--- config.mk ---
export PLATFORM = sky130hd
export DESIGN_NAME = instr_fetch_unit
export DESIGN_NICKNAME = d
export VERILOG_FILES = /design/src/rtl/mc_pkg.sv /design/src/rtl/instr_field_decode.sv /design/src/rtl/instr_fetch_unit.sv
export SDC_FILE = /design/constraint.sdc
export NUM_CORES = 1
export LEC_CHECK = 0
export ABC_CLOCK_PERIOD_IN_PS = 1850
export CORE_AREA = 2 2 103 115
export CTS_CLUSTER_SIZE = 12
export DETAILED_ROUTE_END_ITERATION = 8
export DIE_AREA = 0 0 105 117
export GPL_TIMING_DRIVEN = 0
export PLACE_DENSITY_LB_ADDON = 0.12
export SYNTH_ARGS = -nofsm -noshare
export SYNTH_HDL_FRONTEND = slang
export SYNTH_SLANG_ARGS = --single-unit
--- constraint.sdc ---
create_clock -name clk -period 1.85 [get_ports clk]
set_clock_uncertainty 0.15 [all_clocks]
set_input_delay 0.2775 -clock clk [delete_from_list [all_inputs] [get_ports clk]]
set_output_delay 0.2775 -clock clk [all_outputs]
set_load 0.005 [all_outputs]
--- src/rtl/mc_pkg.sv ---
// Shared multicycle-core definitions: IR field layout, opcodes, fetch FSM.
// Imported by the fetch stage and the field decoder.
package mc_pkg;

  localparam int OPCODE_MSB = 31;
  localparam int OPCODE_LSB = 26;
  localparam int RS_MSB     = 25;
  localparam int RS_LSB     = 21;
  localparam int RT_MSB     = 20;
  localparam int RT_LSB     = 16;
  localparam int RD_MSB     = 15;
  localparam int RD_LSB     = 11;
  localparam int SHAMT_MSB  = 10;
  localparam int SHAMT_LSB  = 6;
  localparam int FUNCT_MSB  = 5;
  localparam int FUNCT_LSB  = 0;
  localparam int IMM_MSB    = 15;
  localparam int IMM_LSB    = 0;
  localparam int JT_MSB     = 25;
  localparam int JT_LSB     = 0;

  localparam logic [5:0] OP_RTYPE = 6'h00;
  localparam logic [5:0] OP_LW    = 6'h23;
  localparam logic [5:0] OP_SW    = 6'h2B;
  localparam logic [5:0] OP_BEQ   = 6'h04;
  localparam logic [5:0] OP_J     = 6'h02;
  localparam logic [5:0] OP_ADDI  = 6'h08;

  localparam logic [31:0] NOP_WORD = 32'h0;

  typedef enum logic {
    S_IDLE = 1'b0,
    S_WAIT = 1'b1
  } fetch_state_e;

endpackage

--- src/rtl/instr_field_decode.sv ---
// Pure combinational slicing of the instruction register into fields.
// Reusable by the main decoder.
module instr_field_decode
  import mc_pkg::*;
(
  input  logic [31:0] ir,
  output logic [5:0]  opcode,
  output logic [4:0]  rs,
  output logic [4:0]  rt,
  output logic [4:0]  rd,
  output logic [4:0]  shamt,
  output logic [5:0]  funct,
  output logic [15:0] imm16,
  output logic [25:0] jump_target
);

  assign opcode      = ir[OPCODE_MSB:OPCODE_LSB];
  assign rs          = ir[RS_MSB:RS_LSB];
  assign rt          = ir[RT_MSB:RT_LSB];
  assign rd          = ir[RD_MSB:RD_LSB];
  assign shamt       = ir[SHAMT_MSB:SHAMT_LSB];
  assign funct       = ir[FUNCT_MSB:FUNCT_LSB];
  assign imm16       = ir[IMM_MSB:IMM_LSB];
  assign jump_target = ir[JT_MSB:JT_LSB];

endmodule

--- src/rtl/instr_fetch_unit.sv ---
// Multicycle fetch stage + instruction register feeding sign_extend.
// Optional wait timeout enabled by defining FETCH_TIMEOUT_EN.
module instr_fetch_unit
  import mc_pkg::*;
#(
  parameter int ADDR_W         = 32,
  parameter int DATA_W         = 32,
  parameter int TIMEOUT_CYCLES = 255
) (
  input  logic              clk,
  input  logic              rst_n,
  input  logic              fetch_start,
  input  logic              ir_flush,
  input  logic [ADDR_W-1:0] pc_in,
  output logic              mem_req,
  output logic [ADDR_W-1:0] mem_addr,
  input  logic              mem_ack,
  input  logic [DATA_W-1:0] mem_rdata,
  output logic              busy,
  output logic              ir_valid,
  output logic              addr_misaligned,
  output logic [ADDR_W-1:0] pc_plus4,
`ifdef FETCH_TIMEOUT_EN
  output logic              fetch_error,
`endif
  output logic [5:0]        opcode,
  output logic [4:0]        rs,
  output logic [4:0]        rt,
  output logic [4:0]        rd,
  output logic [4:0]        shamt,
  output logic [5:0]        funct,
  output logic [15:0]       imm16,
  output logic [25:0]       jump_target
);

  fetch_state_e      state_q, state_d;
  logic [DATA_W-1:0] ir_q, ir_d;
  logic              req_q, req_d;
  logic [ADDR_W-1:0] addr_q, addr_d;
  logic [ADDR_W-1:0] pc4_q, pc4_d;
  logic              valid_q, valid_d;
  logic              mis_q, mis_d;
  logic              busy_q, busy_d;

`ifdef FETCH_TIMEOUT_EN
  localparam logic [7:0] TO_LIM = 8'(TIMEOUT_CYCLES);
  logic [7:0] cnt_q, cnt_d;
  logic       ferr_q, ferr_d;
`endif

  // Next-state and registered-output logic of the fetch FSM.
  always_comb begin
    state_d = state_q;
    ir_d    = ir_q;
    req_d   = req_q;
    addr_d  = addr_q;
    pc4_d   = pc4_q;
    valid_d = valid_q;
    mis_d   = 1'b0;
`ifdef FETCH_TIMEOUT_EN
    cnt_d   = cnt_q;
    ferr_d  = 1'b0;
`endif
    if (ir_flush) begin
      state_d = S_IDLE;
      ir_d    = DATA_W'(NOP_WORD);
      valid_d = 1'b0;
      req_d   = 1'b0;
    end else begin
      unique case (state_q)
        S_IDLE: begin
          if (fetch_start) begin
            if (pc_in[1:0] != 2'b00) begin
              mis_d = 1'b1;
            end else begin
              addr_d  = pc_in;
              req_d   = 1'b1;
              valid_d = 1'b0;
              state_d = S_WAIT;
`ifdef FETCH_TIMEOUT_EN
              cnt_d   = 8'd0;
`endif
            end
          end
        end
        S_WAIT: begin
          if (mem_ack) begin
            ir_d    = mem_rdata;
            pc4_d   = addr_q + ADDR_W'(4);
            valid_d = 1'b1;
            req_d   = 1'b0;
            state_d = S_IDLE;
          end
`ifdef FETCH_TIMEOUT_EN
          else if (cnt_q == TO_LIM) begin
            req_d   = 1'b0;
            ferr_d  = 1'b1;
            state_d = S_IDLE;
          end else begin
            cnt_d = cnt_q + 8'd1;
          end
`endif
        end
        default: state_d = S_IDLE;
      endcase
    end
    busy_d = (state_d == S_WAIT);
  end

  // State and output registers, cleared asynchronously.
  always_ff @(posedge clk or negedge rst_n) begin
    if (!rst_n) begin
      state_q <= S_IDLE;
      ir_q    <= DATA_W'(NOP_WORD);
      req_q   <= 1'b0;
      addr_q  <= '0;
      pc4_q   <= '0;
      valid_q <= 1'b0;
      mis_q   <= 1'b0;
      busy_q  <= 1'b0;
    end else begin
      state_q <= state_d;
      ir_q    <= ir_d;
      req_q   <= req_d;
      addr_q  <= addr_d;
      pc4_q   <= pc4_d;
      valid_q <= valid_d;
      mis_q   <= mis_d;
      busy_q  <= busy_d;
    end
  end

`ifdef FETCH_TIMEOUT_EN
  // Wait-cycle counter and one-cycle timeout pulse.
  always_ff @(posedge clk or negedge rst_n) begin
    if (!rst_n) begin
      cnt_q  <= 8'd0;
      ferr_q <= 1'b0;
    end else begin
      cnt_q  <= cnt_d;
      ferr_q <= ferr_d;
    end
  end

  assign fetch_error = ferr_q;
`endif

  assign mem_req         = req_q;
  assign mem_addr        = addr_q;
  assign busy            = busy_q;
  assign ir_valid        = valid_q;
  assign addr_misaligned = mis_q;
  assign pc_plus4        = pc4_q;

  instr_field_decode u_dec (
    .ir          (ir_q[31:0]),
    .opcode      (opcode),
    .rs          (rs),
    .rt          (rt),
    .rd          (rd),
    .shamt       (shamt),
    .funct       (funct),
    .imm16       (imm16),
    .jump_target (jump_target)
  );

endmodule

After elaboration in Yosys (flattened, before gate mapping)
Index checks and enable logic that the tools add are counted.
{ "word_totals": {"regBits": 100, "latch_bits": 0, "mem_bits_rw": 0, "romBits": 0, "inputBits": 69, "output_inout_bits": 142, "word_cells": 43, "mem_count": 0} }
{ "classes": {"add_sub_neg": 1, "n_mul": 0, "div_mod_pow": 0, "order_cmp": 0, "n_eq_ne": 3, "shift": 0, "mux": 22, "bitwise": 3, "n_reduce_logical": 7} }
{ "op_table": {"columns": ["cell", "count"], "rows": [
  ["32-bit 2-to-1 mux", 3],
  ["32-bit by 3-bit adder with 32-bit output, second input constant", 1],
  ["1-bit 2-to-1 mux", 16],
  ["3-bit inequality test, second input constant", 3],
  ["1-bit case mux with 2 select lines", 3],
  ["3-bit AND reduction", 2],
  ["2-bit nonzero test", 3],
  ["4-bit AND reduction", 1],
  ["1-bit inverter", 3],
  ["2-bit AND reduction", 1]
]} }

Logic depth before layout (Yosys ltp)
Gate-level depths: netlist of the first run.
{ "depth": {"depth_word": 5, "depth_mapped": 6, "mapped_depth_nobuf": 6} }

Modules after synthesis
From an unflattened synthesis of the first run, not the netlist that was laid out.
{ "unflattened": {"hier_cells": 430, "area_unflattened_um2": 4810.9} }
{ "by_module_without_submodules": {"columns": ["mod", "instances", "cells_each", "area_each_um2"], "rows": [
  ["instr_fetch_unit", 1, 356, 4255.3],
  ["instr_field_decode", 1, 74, 555.5]
]} }

Worst setup path after synthesis of the first run
OpenSTA, ideal clock, no wires.
{ "synth_path": {"kind": "register to register", "startpoint": "register addr_q[2], in the netlist mem_addr[2]", "endpoint": "register pc4_q[18], in the netlist pc_plus4[18]", "setup_ns": 0.132, "t_arrival_ns": 1.458, "required_ns": 1.568, "slack_ns": 0.110, "stages_incl_launch_ff": 7, "path_buffers": 0, "path_cell_list": "dfrtp_1 -> ha_1 -> nand3_2 -> nor4_4 -> nand4_1 -> xor2_1 -> o21ai_1"} }
{ "synth_via": {"elab_chain_cells": 1} }
{ "synth_lines": {"columns": ["element", "line", "source"], "rows": [
  ["start: declaration", "instr_fetch_unit.sv:39", "logic [ADDR_W-1:0] addr_q, addr_d;"],
  ["start signal: assignment", "instr_fetch_unit.sv:125", "addr_q <= addr_d;"],
  ["32-bit by 3-bit adder with 32-bit output", "instr_fetch_unit.sv:89", "pc4_d = addr_q + ADDR_W'(4);"],
  ["end signal: assignment", "instr_fetch_unit.sv:126", "pc4_q <= pc4_d;"],
  ["end: declaration", "instr_fetch_unit.sv:40", "logic [ADDR_W-1:0] pc4_q, pc4_d;"]
]} }
Every way passes these cells.
A chain may end at the register's enable or synchronous reset.

Final worst setup path of the first run
{ "layout_path": {"startpoint": "register addr_q[3], in the netlist mem_addr[3]", "endpoint": "register pc4_q[18], in the netlist pc_plus4[18]"} }
Same word-level chain as after synthesis.

==> impl_metrics.csv, run 1 <==
group,metric,value,unit
detailed_routing,via_per_inst,4.83,
synthesis,ys_ff_latch,100,
floorplan,fp.dieH,117,um
finish,utilization,64.9,%
worst_hold_path,hold_path.class,"in -> async",
timing,slew_headroom,67.6,%
floorplan,start_util,40.2,%
synthesis,syn-num-nets,454,
clock_network,numClockSinks,100,
finish,diodes,0,
grt,grt_pass1_wl,19400,um
timing,grt_setup_unrepaired,"yes",
timing,period_needed,1810,ps
floorplan,coreArea,11200,um2
finish,areaGrowthSynthToFinish,61.2,%
clock_network,clock_latency,340,ps
run_status,outcome,"finished, final reports clean",
timing,setup_violations,0,
synthesis,yosysSeqAreaShare,55.6,%
grt,grt_usage,20.4,%
placement,hpwl,9570,um
detailed_routing,dr.pass1.iters,5,
worst_setup_path,cp-start-kind,"flip-flop",
pwr,p_leak,3.14,nW
timing,final.setup.tns,0,ps
worst_setup_path,required,1920,ps
placement,post-place-cells,745,
finish,stdcell_count,771,
grt,grt_overflow,0,
worst_setup_path,critical_path_class,"reg -> reg",
detailed_routing,wl_per_cell,16.3,um
placement,gp_congestion,0.791,
floorplan,die_area,12300,um2
synthesis,synth_edf_count,0,
worst_setup_path,r2r_slack,40,ps
timing,worst_pin_slew,486,ps
finish,layout-drive-gt1-share,17.6,%
synthesis,async_flop_share,100,%
grt,antenna_found_initial,0,
placement,place_ws,-452,ps
timing,hold_viol,0,
clock_network,h-tree-depth,3,
timing,setup_ws,40.3,ps
run,drv_cap,0,
synthesis,yosysMostFrequentCell,"dfrtp_1",
worst_setup_path,cp_slowest_cell,"dfrtp_1",
pwr,p_per_area,879,nW/um2
synthesis,synth_top_area_share,55.6,%
synthesis,synth_largest_area_cell,"dfrtp_1",
synthesis,ys_warn_count,0,
grt,grt_pass1_vias,3685,
clock_network,numCtsBuffers,9,
detailed_routing,drc,0,
worst_setup_path,critPathMaxFanout,5,
detailed_routing,via_count,3722,
floorplan,ioPinCount,211,
synthesis,avgSynthCellArea,11.7,um2
pwr,peakVddDrop,0.575,mV
synthesis,netlist_top_cells_count,"100 x dfrtp_1, 49 x nand2_1, 42 x buf_4",
synthesis,synth_cell_types,32,
synthesis,synthCells,384,
timing,max_freq,553,MHz
finish,nets,687,
clock_network,clkTransAtPathRegs,60,ps
clock_network,clk_path_buf_depth,2,
floorplan,rows,41,
timing,maxSlewViolCount,0,
clock_network,cts_tree,"done",
placement,port-buffer-count,210,
timing,fin_crit_sh,97.8,%
synthesis,synth_area,4500,um2
detailed_routing,wl,12600,um
synthesis,synth_area_leaders,"dfrtp_1 56%, buf_4 7.0%, mux2_1 7.0%",
clock_network,root_buffer,"clkbuf_16",
worst_setup_path,cp-end-kind,"flip-flop",
floorplan,die_x,105,um
detailed_routing,drtIter0Drc,97,
worst_setup_path,crit_arrival,1880,ps
grt,grt_max_degree,72,
worst_setup_path,max_stage_delay,420,ps
detailed_routing,ant_nets,0,
synthesis,synth_ff_type,"dfrtp_1",
worst_setup_path,crit_chain,"ha_4 > nand3_4 > nor4_4 > buf_4 > nand4_1 > xor2_1 > o21ai_1",
[worst paths after layout]
check,from,end,depth (start not counted)
max,mem_addr[3],pc_plus4[18],7
min,rst_n,ir_q[7],2
max reg2reg,mem_addr[3],pc_plus4[18],7
min in group clk,pc_plus4[25],pc_plus4[25],2
max in group asynchronous,rst_n,mem_addr[6],3
min reg2reg,pc_plus4[25],pc_plus4[25],2
[sequential cells by signal, indices dropped and copies added (netlist names)]
signal and count:
pc_plus4 32, mem_addr 32, mem_req 1, addr_misaligned 1, ir_valid 1, busy 1
ir_q 32
[layout by cell type (no fill, tap or decap), types with 2 or more instances in the layout]
master and n:
mux2_2 2, nand4_4 2, nand2_1 48, clkdlybuf4s50_1 208
buf_2 3, nor2_1 6, nand3_1 8, a22o_1 32
xor2_1 20, a21oi_1 3, clkbuf_1 4, buf_1 4
o21ai_2 5, dfrtp_2 9, clkbuf_2 7, and2_1 2
and3_1 5, and4_1 2, clkbuf_16 9, nor2_4 2
clkbuf_8 2, nor4_4 3, buf_4 54, xnor2_1 7
nand4_1 10, o21ai_1 24, nor2b_1 2, inv_1 2
mux2_1 28, dfrtp_1 91
[layer usage]
layer	global-route usage, %	up-vias	routed length, um
li1	-	1763	-
met1	24.4	1812	5110
met2	35.8	135	6400
met3	5.26	12	887
met4	7.47	0	182
met5	0	-	0
[metrics by stage]
| step | cell area, um2 | hold WS, ps | total power [mW] |
|---|---|---|---|
| 6_report | 7260 | 271 | 6.38 |
| 5_1_grt | 7260 | 305 | 6.74 |
| 4_1_cts | 7140 | 285 | 6.41 |
| 3_5_place_dp | 6820 | 83.6 | 4.63 |
| 3_3_place_gp | 6790 | 313 | 4.58 |
| 2_1_floorplan | 4500 | -168 | 3.44 |
[critical path: cells and delay by family, from the launching register on]
kind                     cells  cell delay [ps]
buffers and inverters        1              180
flip-flops                   1              420
AO/OA/AOI/OAI                1               70
adder cells (fa/ha/maj)      1              180
AND/OR/NAND/NOR              3              500
XOR/XNOR                     1              180
[final cells by class]
class | instances | area [um2]
buffer | 58 | 392
clock buffer | 14 | 264
clock inverter | 1 | 7.51
fill | 929 | 3930
inverter | 3 | 11.3
multi-input combinational | 222 | 1660
sequential | 100 | 2510
tap | 150 | 188
timing repair buffer | 223 | 2220
[power breakdown]
| group | leakage, nW | switching (mW) | internal [mW] | total (mW) |
|---|---|---|---|---|
| logic | 1.72 | 0.604 | 1.10 | 1.71 |
| registers | 1.29 | 0.379 | 2.56 | 2.94 |
| clock network | 0.129 | 0.752 | 0.980 | 1.73 |
[logic make-up (layout without fill, tap and decap cells)]
| group | Yosys count | count (layout) | synth area share, % |
|---|---|---|---|
| DFF | 100 | 100 | 55.6 |
| and+or+nand+nor | 98 | 98 | 12.1 |
| AOI/OAI and AO/OA | 65 | 65 | 10.3 |
| buffers and inverters | 62 | 299 | 8.76 |
| muxes | 30 | 30 | 7.51 |
| xor gates and xnor gates | 28 | 28 | 5.45 |
| adders and majority gates | 1 | 1 | 0.278 |
[what timing repair did]
| action | 4_1_cts | 5_1_grt |
|---|---|---|
| hold buffers | 1 | 0 |
| buffers inserted | 4 | 7 |
| cloned | 0 | 0 |
| setup endpoints to repair | 40 | 88 |
| pin swaps | 3 | 4 |
| resized for setup | 9 | 29 |
| endpoints found under the hold margin | 29 | 0 |
No activity file was read; power rests on OpenSTA's default activity.
==> inputs of run 2 (changes only) <==
Settings changed: ABC_AREA from default to 1, CORE_AREA 2 2 103 115 to 2 2 104 116, CTS_BUF_LIST from default to sky130_fd_sc_hd__clkbuf_2, DIE_AREA 0 0 105 117 to 0 0 106 118.
==> run 2 against run 1 <==
  * Hold slack worse by 170 ps
  * Critical path depth down 4
  * Setup slack improved by 14 ps
  * Routed wire length grew 28%
  * Critical endpoint is now jump_target[5]
  * Largest cell class unchanged
==> impl_metrics.csv, run 2 <==
group,metric,value,unit
run_status,outcome,"finished, final reports clean",
finish,utilization,68.8,%
detailed_routing,wl_per_cell,15.9,um
pwr,p_leak,4.21,nW
clock_network,h-tree-depth,3,
timing,max_freq,557,MHz
synthesis,synth_largest_area_cell,"dfrtp_1",
timing,setup_violations,0,
timing,worst_pin_slew,557,ps
clock_network,root_buffer,"clkbuf_2",
floorplan,start_util,42.0,%
synthesis,synth_area,4760,um2
grt,grtUsageMet1,30.9,%
floorplan,coreArea,11300,um2
finish,fillCellCount,951,
synthesis,ys_warn_count,0,
grt,antenna_found_initial,0,
synthesis,synth_top_area_share,52.6,%
worst_setup_path,required,1420,ps
pwr,p_per_area,726,nW/um2
grt,grt_pass1_wl,26000,um
grt,grt_max_degree,70,
timing,fin_crit_sh,97.1,%
finish,areaGrowthSynthToFinish,64.0,%
floorplan,rows,41,
timing,grt_setup_unrepaired,"yes",
placement,port-buffer-count,210,
clock_network,numClockSinks,100,
pwr,peakVddDrop,0.502,mV
placement,hpwl,11100,um
finish,nets,928,
worst_setup_path,critPathMaxFanout,2,
synthesis,ys_ff_latch,100,
worst_hold_path,hold_path.class,"in -> reg",
finish,stdcell_count,1013,
grt,grt_pass1_vias,5095,
pwr,total_power,5.67,mW
grt,use_met2,46.6,%
clock_network,numCtsBuffers,9,
run,drv_cap,0,
timing,setup_ws,54.2,ps
timing,maxSlewViolCount,0,
synthesis,synth_ff_type,"dfrtp_1",
synthesis,async_flop_share,100,%
grt,grt.busiest_layer,"met2",
timing,period_needed,1800,ps
worst_setup_path,critical_path_class,"reg -> out",
placement,place_ws,-427,ps
grt,grt.met3_usage,5.04,%
floorplan,die_area,12500,um2
clock_network,clock_latency,550,ps
finish,final_cell_mix,"153 x nand2_1, 135 x buf_4, 96 x dlygate4sd2_1",
synthesis,yosysMostFrequentCell,"nand2_1",
floorplan,ioPinCount,211,
finish,diodes,0,
grt,grt_usage,26.2,%
timing,slew_headroom,62.9,%
floorplan,fp.dieH,118,um
synthesis,netlist_top_cells_count,"156 x nand2_1, 100 x dfrtp_1, 65 x nor2_1",
detailed_routing,via_count,4898,
placement,gp_congestion,0.908,
clock_network,clk_path_buf_depth,2,
synthesis,yosysSeqAreaShare,52.6,%
synthesis,synth_cell_types,25,
finish,layout-drive-gt1-share,26.9,%
synthesis,syn-num-nets,620,
finish,regArea,2510,um2
detailed_routing,drc,0,
worst_setup_path,cp-end-kind,"output port",
clock_network,clkTransAtPathRegs,250,ps
finish,multi_input_comb_area,1760,um2
detailed_routing,wl,16100,um
synthesis,avgSynthCellArea,8.65,um2
timing,hold_viol,0,
detailed_routing,drtIter0Drc,184,
synthesis,synthCells,550,
worst_setup_path,cp-start-kind,"flip-flop",
placement,post-place-cells,911,
synthesis,synth_area_leaders,"dfrtp_1 53%, nand2_1 12%, buf_4 6.6%",
finish,mostFrequentLayoutCell,"nand2_1",
worst_setup_path,crit_arrival,1370,ps
detailed_routing,dr.pass1.iters,5,
grt,grt_overflow,0,
synthesis,synth_edf_count,0,
clock_network,cts_tree,"done",
detailed_routing,ant_nets,0,
floorplan,die_x,106,um
timing,final.setup.tns,0,ps
detailed_routing,via_per_inst,4.84,
-- run 2: changes by cell type in the layout (fill, tap and decap cells not counted), sizes merged, moves of 12 or more --
cell and delta:
a21oi +20, dlygate4sd2 +96, nand2 +108, nand3 +31, nand4 -12, buf +120, clkdlybuf4s50 -141, inv +34
nor2 +58, mux2 -30, xor2 -15
-- run 2: final timing paths --
check,start,slack (ps),cells after the start,endpoint
min reg2reg,pc_plus4[3],360,2,pc_plus4[3]
min,pc_in[7],100,3,mem_addr[7]
max,ir_q[5],50,3,jump_target[5]
min in group asynchronous,rst_n,540,3,ir_q[19]
max reg2reg,busy,100,6,pc_plus4[27]
max in group asynchronous,rst_n,320,4,mem_addr[4]
-- run 2: where the power goes --
group	switching, mW	internal, mW
sequential	0.193	2.52
combinational	0.890	1.04
clock	0.712	0.318
-- run 2: metal layers --
metal,share of wire (%),up-vias
met2,51,201
met3,7.0,31
li1,-,2349
met1,40,2317
met5,0,-
met4,2.5,0
-- run 2: area by class of cell --
type,instances,area share [%]
Buffer,53,5.02
Clock buffer,11,0.705
Clock inverter,5,0.673
Inverter,37,1.78
Multi-Input combinational cell,352,22.6
Sequential cell,100,32.1
Tap cell,150,2.40
Timing Repair Buffer,305,34.7
-- run 2: cells by family after synthesis --
| kind of cell | share of synthesized area (%) |
|---|---|
| AO/OA/AOI/OAI | 11.3 |
| XOR/XNOR | 1.29 |
| adder cells (fa/ha/maj) | 0.263 |
| buffers and inverters | 11.8 |
| flip-flops | 52.6 |
| AND/OR/NAND/NOR | 22.7 |
-- run 2: repair_timing --
action,4_1_cts,5_1_grt
hold buffers,2,0
endpoints found under the hold margin,100,0
gates resized for setup,268,37
pin swaps,0,2
setup endpoints to repair,176,90
gates cloned,0,0
buffers inserted,100,9
-- run 2: through the flow --
step	hold slack (ps)	cell area, um2
2_1_floorplan	-168	4760
3_3_place_gp	306	7050
3_5_place_dp	92.4	7070
4_1_cts	48.8	7830
5_1_grt	67.5	7800
6_report	104	7800
-- run 2: critical path, cell delays in order, from the launching register on --
cell and delay [ps]:
dfrtp_1 460, buf_4 140, buf_6 100, buf_6 110
==> inputs of run 3 (changes only) <==
Settings changed: REMOVE_ABC_BUFFERS from default to 1.
==> run 3 against run 2 <==
  * Final cell count is 5.8% lower
  * Flip-flop and latch count is the same
  * Routed wire length increased by 2.9%
  * Total power increased by 1.7%
  * Sequential power is essentially flat
  * Critical path type unchanged
  * Largest power group unchanged
==> impl_metrics.csv, run 3 (synthesis results as in run 2) <==
group,metric,value,unit
run_status,outcome,"finished, final reports clean",
pwr,peakVddDrop,0.389,mV
worst_setup_path,r2r-start,"busy",
detailed_routing,wl_met3,1640,um
detailed_routing,drc,0,
floorplan,die_x,106,um
detailed_routing,dr_wl_met2,8270,um
timing,hold_viol,0,
detailed_routing,drtIter0Drc,244,
timing,max_freq,548,MHz
worst_setup_path,max_stage_delay,480,ps
clock_network,clock_latency,570,ps
pwr,p_leak,3.97,nW
detailed_routing,wl_per_cell,17.4,um
clock_network,clkTransAtPathRegs,270,ps
timing,period_needed,1820,ps
run,drv_cap,0,
floorplan,ioPinCount,211,
worst_setup_path,cp_slowest_cell,"dfrtp_1",
worst_setup_path,required,1420,ps
finish,mostFrequentLayoutCell,"nand2_1",
timing,setup_ws,26.7,ps
floorplan,die_area,12500,um2
clock_network,root_buffer,"clkbuf_2",
timing,grt_setup_unrepaired,"yes",
grt,grt_usage,26.8,%
finish,areaGrowthSynthToFinish,55.5,%
grt,grt_overflow,0,
worst_setup_path,cp-start-kind,"flip-flop",
finish,final_cell_mix,"152 x nand2_1, 114 x dlygate4sd2_1, 90 x dfrtp_1",
detailed_routing,m1WireLength,6250,um
clock_network,h-tree-depth,3,
worst_setup_path,startpoint,"ir_q[6]",
placement,hpwl,10100,um
worst_setup_path,cp-end-kind,"output port",
placement,port-buffer-count,210,
clock_network,cts_tree,"done",
worst_setup_path,crit_arrival,1400,ps
detailed_routing,wl,16600,um
finish,utilization,65.3,%
timing,slew_headroom,54.6,%
timing,maxSlewViolCount,0,
placement,gp_congestion,0.851,
placement,place_area,6680,um2
worst_setup_path,critPathMaxFanout,2,
timing,whs,56.9,ps
pwr,p_per_area,780,nW/um2
clock_network,clk_path_buf_depth,2,
timing,fin_crit_sh,98.6,%
floorplan,rows,41,
floorplan,fp.dieH,118,um
grt,antenna_found_initial,1,
detailed_routing,dr.pass1.iters,5,
finish,nets,868,
worst_setup_path,cpLargestDelayFamily,"flip-flops",
grt,grt_max_degree,54,
finish,layout-drive-gt1-share,21.2,%
detailed_routing,via_count,4814,
detailed_routing,via_per_inst,5.05,
floorplan,start_util,42.0,%
worst_setup_path,crit_path_frequent_cell,"buf_6",
timing,worst_pin_slew,678,ps
placement,place_ws,-1470,ps
detailed_routing,ant_nets,0,
clock_network,numClockSinks,100,
grt,grt_pass1_wl,25900,um
worst_setup_path,critical_path_class,"reg -> out",
finish,fin_area,7400,um2
floorplan,coreArea,11300,um2
detailed_routing,highest_layer,"met4",
worst_setup_path,crit_buf_inv,3,
worst_setup_path,r2r_slack,50,ps
worst_setup_path,crit_chain,"buf_6 > buf_6 > buf_6",
clock_network,numCtsBuffers,9,
timing,setup_violations,0,
grt,grt_pass1_vias,4943,
worst_hold_path,hold_path.class,"in -> async",
## run 3: changes by cell type in the layout (fill, tap and decap cells not counted), sizes merged, moves of 2 or more
cell | before | now
buf | 182 | 85
clkbuf | 21 | 29
clkdlybuf4s15 | 1 | 3
clkinv | 4 | 2
clkinvlp | 0 | 5
dlygate4sd2 | 96 | 114
nand2 | 157 | 161
nor2 | 67 | 69
## run 3: layer usage
metal / global-route usage (%) / vias up
met5: 0 / -
met4: 10.6 / 0
met3: 6.59 / 32
met2: 45.2 / 241
met1: 32.8 / 2306
li1: - / 2235
## run 3: power by group
part	total (mW)	switching, mW	internal [mW]
sequential	2.72	0.191	2.52
combinational	1.87	0.905	0.964
clock	1.18	0.734	0.451
total	5.77	1.83	3.94
## run 3: final timing paths
path	to	cells after the start
max	shamt[0]	3
min	pc_plus4[4]	2
max reg2reg	mem_req	7
min reg2reg	pc_plus4[26]	2
max in group asynchronous	ir_q[1]	3
min in group clk	mem_addr[4]	3
## run 3: layout make-up
cell class | count | area [um2]
clock inverter | 5 | 76.3
tap | 150 | 188
inverter | 37 | 143
fill | 1021 | 3940
timing repair buffer | 288 | 2510
antenna | 1 | 2.50
clock buffer | 11 | 55.1
sequential | 100 | 2510
multi-input combinational | 359 | 1890
timing repair inverter | 3 | 22.5
## run 3: timing repair
| action | CTS | global route |
|---|---|---|
| buffers inserted | 72 | 3 |
| endpoints found under the hold margin | 64 | 0 |
| gates cloned | 9 | 1 |
| hold buffers | 1 | 0 |
| gates resized for setup | 212 | 36 |
| pin swaps | 3 | 4 |
| setup endpoints to repair | 220 | 65 |
## run 3: per-stage QoR
step | setup TNS (ps) | std cells | power [mW]
global route | -53.7 | 954 | 6.10
detailed placement | -88170 | 851 | 4.51
floorplan | -111580 | 489 | 3.37
finish | 0 | 954 | 5.77
global placement | -626300 | 849 | 4.47
CTS | -62.0 | 949 | 5.76
